## config.mk

```make
export PLATFORM = sky130hd
export DESIGN_NAME = demux4_dispatcher_flat
export DESIGN_NICKNAME = d
export VERILOG_FILES = /design/src/rtl/demux4_dispatcher_if.sv /design/src/rtl/demux4_dispatcher.sv /design/src/flat_wrapper.sv
export SDC_FILE = /design/constraint.sdc
export NUM_CORES = 1
export LEC_CHECK = 0
export BUFFER_PORTS_ARGS = -buffer_cell sky130_fd_sc_hd__buf_2
export CORE_MARGIN = 8
export CORE_UTILIZATION = 36
export CTS_CLUSTER_SIZE = 28
export DETAILED_ROUTE_END_ITERATION = 8
export SKIP_CTS_REPAIR_TIMING = 1
export SYNTH_ARGS = -nofsm -noshare
export SYNTH_HDL_FRONTEND = slang
export SYNTH_SLANG_ARGS = --single-unit
```

## constraint.sdc

```tcl
create_clock -name clk -period 2.1 [get_ports clk]
set_input_delay 0.42 -clock clk [delete_from_list [all_inputs] [get_ports clk]]
set_output_delay 0.42 -clock clk [all_outputs]
set_load 0.03 [all_outputs]
```

## src/rtl/demux4_dispatcher_if.sv

```systemverilog
// rtl/demux4_dispatcher_if.sv - producer/consumer bus bundle for the 1:4 demux dispatcher
interface demux4_dispatcher_if #(
  parameter int DW = 8
);
  logic          in_valid;
  logic          in_ready;
  logic [DW-1:0] din;
  logic [1:0]    in_dest;
  logic [1:0]    sel;
  logic [DW-1:0] dout;
  logic [3:0]    out_valid;
  logic [3:0]    out_ready;
  logic          err_drop;

  modport master (
    output in_valid, din, in_dest, out_ready,
    input  in_ready, sel, dout, out_valid, err_drop
  );

  modport slave (
    input  in_valid, din, in_dest, out_ready,
    output in_ready, sel, dout, out_valid, err_drop
  );
endinterface

```

## src/rtl/demux4_dispatcher.sv

```systemverilog
// rtl/demux4_dispatcher.sv - one-entry hold sequencer for a 1:4 demux with stall timeout
// Optional per-sink delivery counters on cnt_bus when DEMUX4_STATS_EN is defined.
module demux4_dispatcher #(
  parameter int DW      = 8,
  parameter int RR_MODE = 0,
  parameter int TIMEOUT = 16
) (
  input  logic clk,
  input  logic rst,
  demux4_dispatcher_if.slave bus
`ifdef DEMUX4_STATS_EN
  ,
  output logic [63:0] cnt_bus
`endif
);

  localparam int CW = (TIMEOUT > 0) ? $clog2(TIMEOUT + 1) : 1;
  localparam logic [CW-1:0] STALL_LAST = CW'((TIMEOUT > 0) ? TIMEOUT - 1 : 0);

  typedef enum logic {IDLE, BUSY} state_t;

  state_t        state, state_nx;
  logic [1:0]    sel_q, sel_nx;
  logic [1:0]    ptr_q, ptr_nx;
  logic [DW-1:0] data_q, data_nx;
  logic [CW-1:0] stall_q, stall_nx;
  logic          drop_q, drop_nx;
  logic          in_ready;
  logic          deliver;
  logic          take;

  always_ff @(posedge clk or posedge rst) begin
    if (rst) begin
      state   <= IDLE;
      sel_q   <= 2'd0;
      ptr_q   <= 2'd0;
      data_q  <= '0;
      stall_q <= '0;
      drop_q  <= 1'b0;
    end else begin
      state   <= state_nx;
      sel_q   <= sel_nx;
      ptr_q   <= ptr_nx;
      data_q  <= data_nx;
      stall_q <= stall_nx;
      drop_q  <= drop_nx;
    end
  end

  // The drop cycle lands in IDLE but must refuse input, hence the drop_q gate.
  always_comb begin
    deliver  = (state == BUSY) && bus.out_ready[sel_q];
    in_ready = (state == BUSY) ? bus.out_ready[sel_q] : !drop_q;
    take     = bus.in_valid && in_ready;

    state_nx = state;
    sel_nx   = sel_q;
    ptr_nx   = ptr_q;
    data_nx  = data_q;
    stall_nx = stall_q;
    drop_nx  = 1'b0;

    case (state)
      IDLE: begin
        if (take) state_nx = BUSY;
      end
      BUSY: begin
        if (deliver) begin
          state_nx = take ? BUSY : IDLE;
        end else if (TIMEOUT > 0) begin
          if (stall_q == STALL_LAST) begin
            state_nx = IDLE;
            drop_nx  = 1'b1;
            stall_nx = '0;
          end else begin
            stall_nx = stall_q + 1'b1;
          end
        end
      end
      default: state_nx = IDLE;
    endcase

    if (take) begin
      data_nx  = bus.din;
      sel_nx   = (RR_MODE != 0) ? ptr_q : bus.in_dest;
      stall_nx = '0;
      if (RR_MODE != 0) ptr_nx = ptr_q + 2'd1;
    end
  end

  assign bus.in_ready  = in_ready;
  assign bus.sel       = sel_q;
  assign bus.dout      = data_q;
  assign bus.out_valid = (state == BUSY) ? (4'b0001 << sel_q) : 4'b0000;
  assign bus.err_drop  = drop_q;

`ifdef DEMUX4_STATS_EN
  logic [15:0] cnt_q [4];

  always_ff @(posedge clk or posedge rst) begin
    if (rst) begin
      for (int k = 0; k < 4; k++) cnt_q[k] <= 16'd0;
    end else if (deliver && cnt_q[sel_q] != 16'hFFFF) begin
      cnt_q[sel_q] <= cnt_q[sel_q] + 16'd1;
    end
  end

  assign cnt_bus = {cnt_q[3], cnt_q[2], cnt_q[1], cnt_q[0]};
`endif

endmodule

```

## src/flat_wrapper.sv

```systemverilog
// flat-port wrapper written by rule: the top's interface ports become plain ports
module demux4_dispatcher_flat 
#(
  parameter int DW      = 8,
  parameter int RR_MODE = 0,
  parameter int TIMEOUT = 16
)
  (clk, rst, bus_in_valid, bus_din, bus_in_dest, bus_out_ready, bus_in_ready, bus_sel, bus_dout, bus_out_valid, bus_err_drop);
  demux4_dispatcher_if #(.DW(DW)) bus_i ();
  input  logic clk;
  input  logic rst;
  input wire logic [$bits(bus_i.in_valid)-1:0] bus_in_valid;
  input wire logic [$bits(bus_i.din)-1:0] bus_din;
  input wire logic [$bits(bus_i.in_dest)-1:0] bus_in_dest;
  input wire logic [$bits(bus_i.out_ready)-1:0] bus_out_ready;
  output wire logic [$bits(bus_i.in_ready)-1:0] bus_in_ready;
  output wire logic [$bits(bus_i.sel)-1:0] bus_sel;
  output wire logic [$bits(bus_i.dout)-1:0] bus_dout;
  output wire logic [$bits(bus_i.out_valid)-1:0] bus_out_valid;
  output wire logic [$bits(bus_i.err_drop)-1:0] bus_err_drop;
  assign bus_i.in_valid = bus_in_valid;
  assign bus_i.din = bus_din;
  assign bus_i.in_dest = bus_in_dest;
  assign bus_i.out_ready = bus_out_ready;
  assign bus_in_ready = bus_i.in_ready;
  assign bus_sel = bus_i.sel;
  assign bus_dout = bus_i.dout;
  assign bus_out_valid = bus_i.out_valid;
  assign bus_err_drop = bus_i.err_drop;
  demux4_dispatcher #(.DW(DW), .RR_MODE(RR_MODE), .TIMEOUT(TIMEOUT)) u_core (.clk(clk), .rst(rst), .bus(bus_i));
endmodule
```

; ---- Word-level counts from Yosys, hierarchy flattened
; Index checks and enable logic that the tools add are counted.
[word_totals]
regBits = 17
input_bits = 17
out_inout_bits = 16
elab_cells = 31
[op_classes]
add_sub_neg = 1
n_lt_le_gt_ge = 1
eq_ne = 2
shift = 1
muxes = 15
bitwise = 1
n_reduce_logical = 5
[op_table]
columns = operator, n
row1 = 5-bit 2-to-1 mux, 4
row2 = 1-bit 2-to-1 mux, 8
row3 = 5-bit by 1-bit adder with 5-bit output (second input constant), 1
row4 = 5-bit by 4-bit equality test with 1-bit output (second input constant), 1
row5 = 4-bit 2-to-1 mux, 1
row6 = 1-bit by 2-bit << shifter with 4-bit output (first input constant), 1
row7 = 2-bit by 3-bit < comparator with 1-bit output (second input constant), 1
row8 = 1-bit binary-select mux with 2-bit select, 1
row9 = 1-bit logical AND, 2
row10 = 2-bit != test (second input constant), 1
row11 = 1-bit one-hot mux with 2 select lines, 1
row12 = 2-bit AND reduction, 1
row13 = 2-bit nonzero test, 1
row14 = 1-bit logical NOT, 1
row15 = 1-bit inverter, 1

; ---- Logic depth before layout (Yosys ltp)
[depth]
ltp_word = 7
mapped_depth = 4
depth_no_buf = 4

; ---- Worst setup path before layout
; OpenSTA, ideal clock, no wires.
[synth_path]
path_kind = register to output
start = register u_core.sel_q[0], in the netlist u_core.bus.sel[0]
end = output bus_in_ready
t_arrival_ps = 1614
required_ps = 1680
setup_slack_ps = 66
stages_incl_launch_ff = 4
path_cell_list = dfrtp_1 mux4_2 nor2_1 nor2_1
[synth_between]
elab_chain_cells = 3
[synth_rtl]
columns = element, line
row1 = "start, declared", demux4_dispatcher.sv:23  ; logic [1:0] sel_q, sel_nx;
row2 = "start signal, assigned", demux4_dispatcher.sv:42  ; sel_q <= sel_nx;
row3 = 1-bit binary-select mux with 2-bit select, demux4_dispatcher.sv:53  ; in_ready = (state == BUSY) ? bus.out_ready[sel_q] : !drop_q;
row4 = 1-bit 2-to-1 mux (not written as such), demux4_dispatcher.sv:53
row5 = 1-bit 2-to-1 mux, demux4_dispatcher.sv:53
row6 = "end, declared", flat_wrapper.sv:16  ; output wire logic [$bits(bus_i.in_ready)-1:0] bus_in_ready;
; No other way between the ends. The select of a mux whose other input is x is not followed.

; ---- Worst setup path after layout
; Ends and elaborated chain as after synthesis.

==> results by group <==
Run status
  – Status: finished clean

Timing
  – Post-route clock skew: 0.00708 ns
  – Final min period: approximately 2.0 ns
  – Max_slew headroom: 0.572
  – Slew of the pin with the lowest slew margin: 0.641 ns
  – Final Hold Fails: 0
  – Tcrit/Tclk final: 0.964
  – # setup viols final: 0
  – Slew Limit Fails: 0
  – F_max: 0.494 GHz

Routing
  – Starting DRT DRC Count: 9
  – Avg WL per Cell: 13.5 um
  – DR pass1 iterations: 4
  – DRC viols: 0
  – Post-route ant nets: 0
  – DRT Wirelength: around 1.8 mm
  – DR vias/cell: 4.86
  – Vias: ~630

Yosys
  – Post-synth EDFFs: 0
  – Syn Nets: 81
  – Async set-reset flop share out of synthesis: 1.00
  – Mean post-synth cell area: about 13 um2
  – Synth area leader: dfrtp_1
  – Top post-synthesis cells by area: dfrtp_1, mux2_2, mux4_2
  – Xor-xnor portion of the synthesized cell area: 0
  – Synth Area in Simple Gates: 0.148
  – Adder-Cell Fraction of Synth Area: 0.0158
  – Compound-Gate Fraction of Synth Area: 0.0836
  – Mapped Cells: 63
  – Post-synth top flop: dfrtp_1
  – Post-synth top area share: 0.536
  – Multiplexer share of the synthesized area: 0.183
  – Yosys reg bits: 17
  – Synthesis Warnings: 0
  – Post-Syn Area: 793 um2
  – Main combinational cell family by area after synthesis: multiplexers
  – Most frequent cell after synthesis: dfrtp_1
  – Netlist cell types: 27
  – Top cells by count, synth: dfrtp_1, mux2_2, nor2_1, inv_1
  – Post-synthesis sequential area ratio: 0.536

Clock network
  – CTS tree: done
  – TritonCTS buffer count: 3
  – H-Tree Depth: 1
  – Clock root buffer: clkbuf_4
  – CTS Buffer Depth: 2
  – Reg clk slew, reported paths: 0.10 ns
  – Clk_lat worst skew: 0.29 ns
  – Clk sinks: 17

Layout
  – Final nets: 121
  – Diode count: 0
  – Final Util: 0.486
  – Share of cells above drive strength 1: 0.559
  – Area Overhead vs Synth: 31.5%

Floorplanning
  – Die ar.: 0.00396 mm2
  – Die Y: about 63 um
  – Ports: 33
  – Die X: 62.9 um
  – Core area: approximately 0.0021 mm2
  – # rows: 17
  – Initial core utilization: 0.369

Global routing
  – Vias in the first global route: 682
  – GR Util All Layers: 0.0888
  – First-pass GRT wire length: 2.90 mm
  – Initial antenna violation count: 0
  – Largest net degree at the start of global routing: 18
  – Remaining Overflow, GRT: 0

Placement
  – Hpwl dp: 1.38 mm
  – Port Buffers: 32
  – Final RePlAce weighted congestion: slightly below 0.8

Pwr
  – Pleak: approximately 0.0005 uW
  – Psw: 624 uW
  – Power Dens Cells: 1350 mW/mm2
  – Sw Share: 0.441
  – Internal power: around 790 uW
  – Pwr Total: between 1000 and 1500 uW
  – Clock power share: 0.124
  – Seq pwr share: 0.364
  – Worst IR drop on VDD: ~0.0007 V
  – Comb pwr share: 0.512

Min path
  – HP Class: in2async

Setup path
  – Critical path endpoint category: primary output
  – Arr. time, crit path: 1.60 ns
  – R2R Setup Slk: 0.11 ns
  – CP max FO: 4
  – Crit path kind: reg2out
  – Setup crit start kind: flop
  – CP required: 1.68 ns

Run
  – Max Cap Viol: 0
==> cell type report <==
type / count / area (um2)
clock buffers: 3 / 22.5
clock inverters: 1 / 5.00
fillers: 207 / 1100
inverters: 4 / 15.0
multi-input cells: 41 / 349
flip-flops and latches: 17 / 427
well taps: 28 / 35.0
repair buffers: 36 / 190
==> metrics by stage <==
| step | std cells | setup TNS (ns) | cell area, um2 | worst slack, ns | hold slack, ns |
|---|---|---|---|---|---|
| finish | 130 | 0 | 1040 | 0.0751 | 0.204 |
| global route | 130 | -0.00562 | 1040 | -0.00562 | 0.249 |
| CTS | 128 | -0.105 | 1020 | -0.105 | 0.216 |
| detailed placement | 124 | 0 | 992 | 0.152 | 0.490 |
| global placement | 124 | 0 | 992 | 0.179 | 0.484 |
| floorplan | 63 | 0 | 793 | 0.0656 | 0.346 |
==> sequential cells by signal, summed over array words and instances (netlist names) <==
signal,cells
u_core.bus.sel,2
u_core.stall_q,5
u_core.state,1
u_core.bus.dout,8
u_core.bus.err_drop,1
==> power by group through the flow <==
stage	sequential [uW]	clock, uW	combinational, uW
finish	515	175	723
global route	532	192	779
CTS	519	182	691
detailed placement	523	0	690
global placement	522	0	682
floorplan	677	0	336
==> layout by cell type, fill, tap and decap left out, types with 2 or more instances in the layout <==
| cell | instances |
|---|---|
| nand3_1 | 2 |
| a221o_1 | 2 |
| dfrtp_1 | 16 |
| clkbuf_4 | 3 |
| nor2_1 | 3 |
| inv_1 | 3 |
| nand2_1 | 2 |
| mux2_2 | 10 |
| nor3_1 | 2 |
| buf_4 | 4 |
| buf_2 | 32 |
| nor2b_1 | 2 |
| nor4_1 | 2 |
==> per-layer routing <==
metal | vias up | GRT usage | wire, um
li1 | 311 | - | -
met1 | 299 | 0.0986 | 799
met2 | 20 | 0.147 | 860
met3 | 2 | 0.0305 | 89
met4 | 0 | 0.0427 | 6
met5 | - | 0 | 0
==> final timing paths <==
kind | endpoint | depth (start not counted) | from
worst max register to register | u_core.bus.dout[1] | 5 | u_core.bus.sel[0]
worst min register to register | u_core.bus.dout[4] | 1 | u_core.bus.dout[4]
worst max-delay path | bus_in_ready | 4 | u_core.bus.sel[0]
min in group clk | u_core.bus.dout[2] | 2 | bus_din[2]
worst min-delay path | u_core.stall_q[0] | 2 | rst
max in group asynchronous | u_core.bus.sel[0] | 2 | rst
==> cell families (layout without fill, tap and decap cells) <==
group / Yosys count / after routing
simple gates: 21 / 21
flops: 17 / 17
mux: 12 / 12
fa+ha+maj: 1 / 1
buf+inv: 5 / 44
compound gates: 7 / 7
==> critical path, cell delays in order (launching register included) <==
cell and delay (ns):
dfrtp_2 0.40, mux4_2 0.58, nor2_4 0.11, nor2_1 0.05, buf_2 0.17
Note: power is estimated with default switching activity, not from simulation.
